## config.mk

```make
export PLATFORM = sky130hd
export DESIGN_NAME = perip_bridge
export DESIGN_NICKNAME = d
export VERILOG_FILES = /design/src/rtl/perip_bridge.sv
export SDC_FILE = /design/constraint.sdc
export NUM_CORES = 1
export LEC_CHECK = 0
export CAP_MARGIN = 20
export CORE_MARGIN = 2
export CORE_UTILIZATION = 35
export CTS_CLUSTER_DIAMETER = 50
export DETAILED_ROUTE_END_ITERATION = 16
export MAX_ROUTING_LAYER = met4
export PLACE_DENSITY_LB_ADDON = 0.12
export SLEW_MARGIN = 20
export SYNTH_ARGS = -nofsm -noshare
export SYNTH_HDL_FRONTEND = slang
export SYNTH_SLANG_ARGS = --single-unit
```

## constraint.sdc

```tcl
create_clock -name clk_i -period 4.95 [get_ports clk_i]
set_input_delay 0.99 -clock clk_i [delete_from_list [all_inputs] [get_ports clk_i]]
set_output_delay 0.99 -clock clk_i [all_outputs]
set_load 0.03 [all_outputs]
```

## src/rtl/perip_bridge.sv

```systemverilog
// Core data-port to peripheral bridge: one request at a time, one-hot slot decode,
// a single response pulse per accepted request, and error completion for unmapped addresses.
module perip_bridge #(
  parameter int          NSLV    = 4,
  parameter logic [3:0]  BASE_HI = 4'h1
) (
  input  logic                 clk_i,
  input  logic                 rst_n_i,
  input  logic                 req_i,
  input  logic                 we_i,
  input  logic [31:0]          addr_i,
  input  logic [31:0]          wdata_i,
  output logic                 gnt_o,
  output logic                 rvalid_o,
  output logic [31:0]          rdata_o,
  output logic                 err_o,
  output logic [NSLV-1:0]      per_wen_o,
  output logic [31:0]          per_waddr_o,
  output logic [31:0]          per_wdata_o,
  output logic [31:0]          per_raddr_o,
  input  logic [NSLV*32-1:0]   per_rdata_i
);

  typedef enum logic [2:0] {IDLE, WR, RD0, RD1, ERR} state_t;

  state_t          state;
  logic [3:0]      slot_q;
  logic            hit;
  logic [NSLV-1:0] wen_dec;
  logic [31:0]     rd_sel;

  // Extended to 5 bits so NSLV=16 compares correctly against a 4-bit slot field.
  assign hit   = (addr_i[31:28] == BASE_HI) && ({1'b0, addr_i[15:12]} < 5'(NSLV));
  assign gnt_o = rst_n_i && req_i && (state == IDLE);

  // NOTE: every always_comb output gets a default first so no latch is inferred.
  always_comb begin
    wen_dec = '0;
    rd_sel  = '0;
    for (int k = 0; k < NSLV; k++) begin
      if (addr_i[15:12] == 4'(k)) wen_dec[k] = 1'b1;
      if (slot_q == 4'(k))        rd_sel     = per_rdata_i[32*k +: 32];
    end
  end

  // NOTE: sequential state uses non-blocking assignments only, so every register
  // sees pre-edge values regardless of statement order.
  always_ff @(posedge clk_i) begin
    if (!rst_n_i) begin
      state       <= IDLE;
      slot_q      <= '0;
      rvalid_o    <= 1'b0;
      err_o       <= 1'b0;
      rdata_o     <= '0;
      per_wen_o   <= '0;
      per_waddr_o <= '0;
      per_wdata_o <= '0;
      per_raddr_o <= '0;
    end else begin
      // Response and write-enable are single-cycle pulses unless re-armed below.
      rvalid_o  <= 1'b0;
      err_o     <= 1'b0;
      per_wen_o <= '0;
      case (state)
        IDLE: begin
          if (req_i) begin
            slot_q <= addr_i[15:12];
            if (!hit) begin
              state    <= ERR;
              rvalid_o <= 1'b1;
              err_o    <= 1'b1;
              rdata_o  <= '0;
            end else if (we_i) begin
              state       <= WR;
              per_wen_o   <= wen_dec;
              per_waddr_o <= addr_i;
              per_wdata_o <= wdata_i;
              rvalid_o    <= 1'b1;
            end else begin
              state       <= RD0;
              per_raddr_o <= addr_i;
            end
          end
        end
        RD0: begin
          rdata_o  <= rd_sel;
          rvalid_o <= 1'b1;
          state    <= RD1;
        end
        WR, RD1, ERR: state <= IDLE;
        default:      state <= IDLE;
      endcase
    end
  end

endmodule

```

# ---- After elaboration in Yosys (flattened, before gate mapping)
# Index checks and enable logic that the tools add are counted.
dict set report word_totals {
  regBits 141
  inputBits 196
  mem_bits_rw 0
  mem_bits_ro 0
  latch_bits 0
  mem_count 0
  elab_cells 54
}
dict set report op_classes {
  n_addsub 0
  shifts 0
  n_mux 20
  bitwise 1
  n_eq_ne 10
  mul 0
  n_reduce_logical 13
  div_mod_pow 0
  n_lt_le_gt_ge 1
}
# cell count
set ops {}
lappend ops {{$mux W32} 6}
lappend ops {{$pmux W32 S2} 1}
lappend ops {{$eq A4 B2 Y1 const B} 4}
lappend ops {{$eq A4 B1 Y1 const B} 3}
lappend ops {{$logic_not A4 Y1} 2}
lappend ops {{$mux W1} 8}
lappend ops {{$reduce_and A4 Y1} 2}
lappend ops {{$mux W3} 2}
lappend ops {{$pmux W3 S2} 1}
lappend ops {{$reduce_and A3 Y1} 2}
lappend ops {{$reduce_and A5 Y1} 1}
lappend ops {{$lt A4 B3 Y1 const B} 1}
lappend ops {{$ne A2 B2 Y1 const B} 2}
lappend ops {{$eq A3 B2 Y1 const B} 1}
lappend ops {{$logic_and A1 B1 Y1} 3}
lappend ops {{$logic_not A3 Y1} 1}
lappend ops {{$mux W2} 1}
lappend ops {{$pmux W1 S2} 1}
lappend ops {{$reduce_and A2 Y1} 1}
lappend ops {{$reduce_bool A2 Y1} 1}
lappend ops {{$not A1 Y1} 1}

# ---- Longest topological paths before layout
dict set report depth {
  ltp_word 6
  mapped_depth 7
}

# ---- Least setup slack after synthesis
# Ideal clock, no wire load.
dict set report synth_path {
  kind {input to output}
  start {input port req_i}
  end {output port gnt_o}
  arrival_time_ps 1808
  setup_slack_ps 2152
  path_buffers 0
  t_required_ps 3960
  cell_stages 2
  cell_sequence {nor4b_4 > and2_1}
}
dict set report synth_via {
  elab_chain_len 2
}
# item line_no
set synth_rtl {}
lappend synth_rtl {{start, declared} 9} ;# input logic req_i,
lappend synth_rtl {{$logic_and A1 B1 Y1 (2 in series)} 34} ;# assign gnt_o = rst_n_i && req_i && (state == IDLE);
lappend synth_rtl {{end, declared} 13} ;# output logic gnt_o,
# No other way between the ends.

# ---- Worst setup path in the final report
# Ends and elaborated chain as after synthesis.

==> results.yml <==
logic_synthesis:
  synth_area_per_cell_um2: 8.72
  yosys-top-cells-area: "dfxtp_1, o21ai_0, nand3_1, mux2_2, nand2_1"
  synth_cells: 646
  ys.flop_type: "dfxtp_1"
  yosys.cell_count.top_type: "dfxtp_1"
  synth.cell_area_um2: 5630
  synth_cell_types: 37
  seq_area_frac_synth_pct: 50.1
  ys_warn_count: 0
  synth_edf_count: 0
  synth_area_leader_cell: "dfxtp_1"
  synth_top_cell_area_share_pct: 50.1
  synth-seq-cells: 141
  syn_nets: 842
  synth_common_cells: "dfxtp_1, o21ai_0, nand3_1"
  synth_async_sr_flop_share_pct: 0
drt:
  drtIter0Drc: 255
  wl_um: 19100
  met2_length_um: 9390
  ant_nets: 0
  viasPerCell: 4.86
  routed-wl-met3_um: 1650
  wirelength_met1_um: 7730
  firstDrtPassIters: 5
  post_drt_wl_per_cell_um: 16.4
  dr_total_vias: 5686
  maxUsedRoutingLayer: "met4"
  drc: 0
cts:
  clock-sinks: 141
  cts.htree.levels: 4
  ctsHoldBuffers: 0
  cts_tree: "built"
  clk_path_buf_depth: 2
  clkTransAtPathRegs_ns: 0.06
  root_buffer: "clkbuf_16"
  ctsResizeCount: 0
  clock_latency_ns: 0.41
  postCtsSetupBuffers: 0
  cts_made_buffers: 17
sta:
  rsz0062_at_grt: "no"
  finalSetupViolations: 0
  fin_crit_sh_pct: 80.5
  max_slew_margin_pct: 34.2
  fin_crit_ns: 3.98
  slew_violations: 0
  worstMarginPinSlew_ns: 0.988
  hold_viol: 0
  skew_ns: 0.00525
  max_freq_mhz: 251
  finalSetupTns_ns: 0
min_path:
  hp-class: "register to register"
floorplan:
  die_area_um2: 17100
  die_w_um: 131
  initial_core_util_pct: 35.6
  design.core.area_um2: 15800
  dieHeight_um: 131
  io_pins: 331
  rows: 46
setup_path:
  crit_path_start_kind: "input port"
  rr_worst_depth: 5
  r2r_slack_ns: 2.96
  critPathRequiredTime_ns: 3.96
  path_class: "input port to primary output"
  reg2reg_to: "per_wdata_o[3]"
  crit_end: "gnt_o"
  cp_data_arrival_time_ns: 2.99
  worstPathMaxFanout: 7
  cp-end-kind: "primary output"
  r2r_start: "state[1]"
  crit_path_start: "req_i"
pwr:
  p_leak_nw: 3.41
  peakVddDrop_uv: 209
  p_per_area_nw_per_um2: 284
  total_power_w: 0.00273
placement:
  portBuffers: 330
  gp_congestion: 0.811
  dp_hpwl_um: 13700
global_routing:
  grt_max_degree: 127
  antenna_found_initial: 0
  grt_pass1_vias: 5115
  overflow: 0
  grt_pass1_wl_um: 27500
  grt_usage_pct: 21.7
layout:
  register_area_um2: 2820
  diodes: 0
  drive_gt1_share_pct: 7.65
  finalNetCount: 1137
  multiInputGateArea_um2: 2520
  syn_to_final_growth_pct: 70.4
  nFillCells: 1427
run:
  drv_cap: 0
status:
  run_status: "complete, no violations"
[power by group]
part,internal [W],switching [W]
Clock,0.000794,0.000489
Combinational,0.000188,0.000114
Sequential,0.00114,0.00000289
Total,0.00212,0.000606
[registers in the layout, summed over array words and instances (netlist names)]
name / flops
per_raddr_o: 32
slot_q: 4
per_waddr_o: 32
rvalid_o: 1
per_wen_o: 4
rdata_o: 32
per_wdata_o: 32
err_o: 1
state: 3
[logic make-up (layout without fill, tap and decap cells)]
group,count (synthesis),in the layout,share of synthesized area (%)
AND/OR/NAND/NOR,222,222,20.3
flip-flops,141,141,50.1
multiplexers,31,31,6.11
AO/OA/AOI/OAI,186,186,18.4
buffers and inverters,66,374,5.11
[through the flow]
| step | instances | hold WS, ns | utilization, % | cell area (um^2) | worst slack, ns |
|---|---|---|---|---|---|
| final | 1170 | 0.461 | 60.6 | 9600 | 0.966 |
| after global routing | 1170 | 0.478 | 60.6 | 9600 | 0.844 |
| after CTS | 1170 | 0.462 | 60.6 | 9590 | 0.941 |
| after detailed placement | 1138 | 0.454 | 56.8 | 8990 | 0.955 |
| after global placement | 1138 | 0.445 | 56.8 | 8990 | 0.975 |
| after floorplan | 646 | 0.513 | - | 5630 | 2.15 |
[layout make-up]
cell class / count / area share [%]
well taps: 216 / 2.82
repair buffers: 338 / 35.1
inverters: 4 / 0.156
flip-flops and latches: 141 / 29.4
clock buffers: 19 / 4.51
clock inverters: 13 / 1.73
multi-input cells: 439 / 26.3
[how the worst min path moves through the flow]
stage / start / endpoint / slack (ns) / cells after the start
2_1_floorplan: slot_q[2] / slot_q[2] / 0.51 / 2
5_1_grt: per_raddr_o[28] / per_raddr_o[28] / 0.48 / 2
6_report: rdata_o[28] / rdata_o[28] / 0.46 / 2
4_1_cts: per_raddr_o[22] / per_raddr_o[22] / 0.46 / 2
3_3_place_gp: per_raddr_o[28] / per_raddr_o[28] / 0.45 / 2
3_5_place_dp: rdata_o[28] / rdata_o[28] / 0.45 / 2
[critical path, cell delays in order]
cell,delay [ns]
clkdlybuf4s50_1,0.56
nor4b_4,0.53
and2_1,0.24
clkdlybuf4s50_1,0.68
[placed cells by master (no fill, tap or decap), types with 2 or more instances in the layout]
cell type,n
nor3_1,2
a211o_1,5
buf_4,7
nor2_1,6
nand2b_1,2
nand2_1,60
clkdlybuf4s50_1,329
nand3_1,115
clkbuf_16,17
clkinv_4,2
nand4_1,2
bufinv_16,3
a21boi_0,2
mux2_2,27
nor4b_2,2
buf_6,2
clkinvlp_4,6
o2111ai_1,2
clkbuf_1,2
o21ai_0,131
mux2i_1,4
nor4_1,2
o22ai_1,27
a31oi_1,2
inv_1,4
and3_1,10
or4b_2,2
o21ai_1,8
nor2b_1,11
dfxtp_1,141
o2bb2ai_1,2
and2_1,3
o221ai_1,5
[per-layer routing]
metal | track usage, % | vias to the layer above
met5 | - | -
met4 | 7.57 | 0
met3 | 7.53 | 23
met2 | 36.0 | 208
met1 | 24.2 | 2538
li1 | - | 2917
No activity file was read; power rests on OpenSTA's default activity.
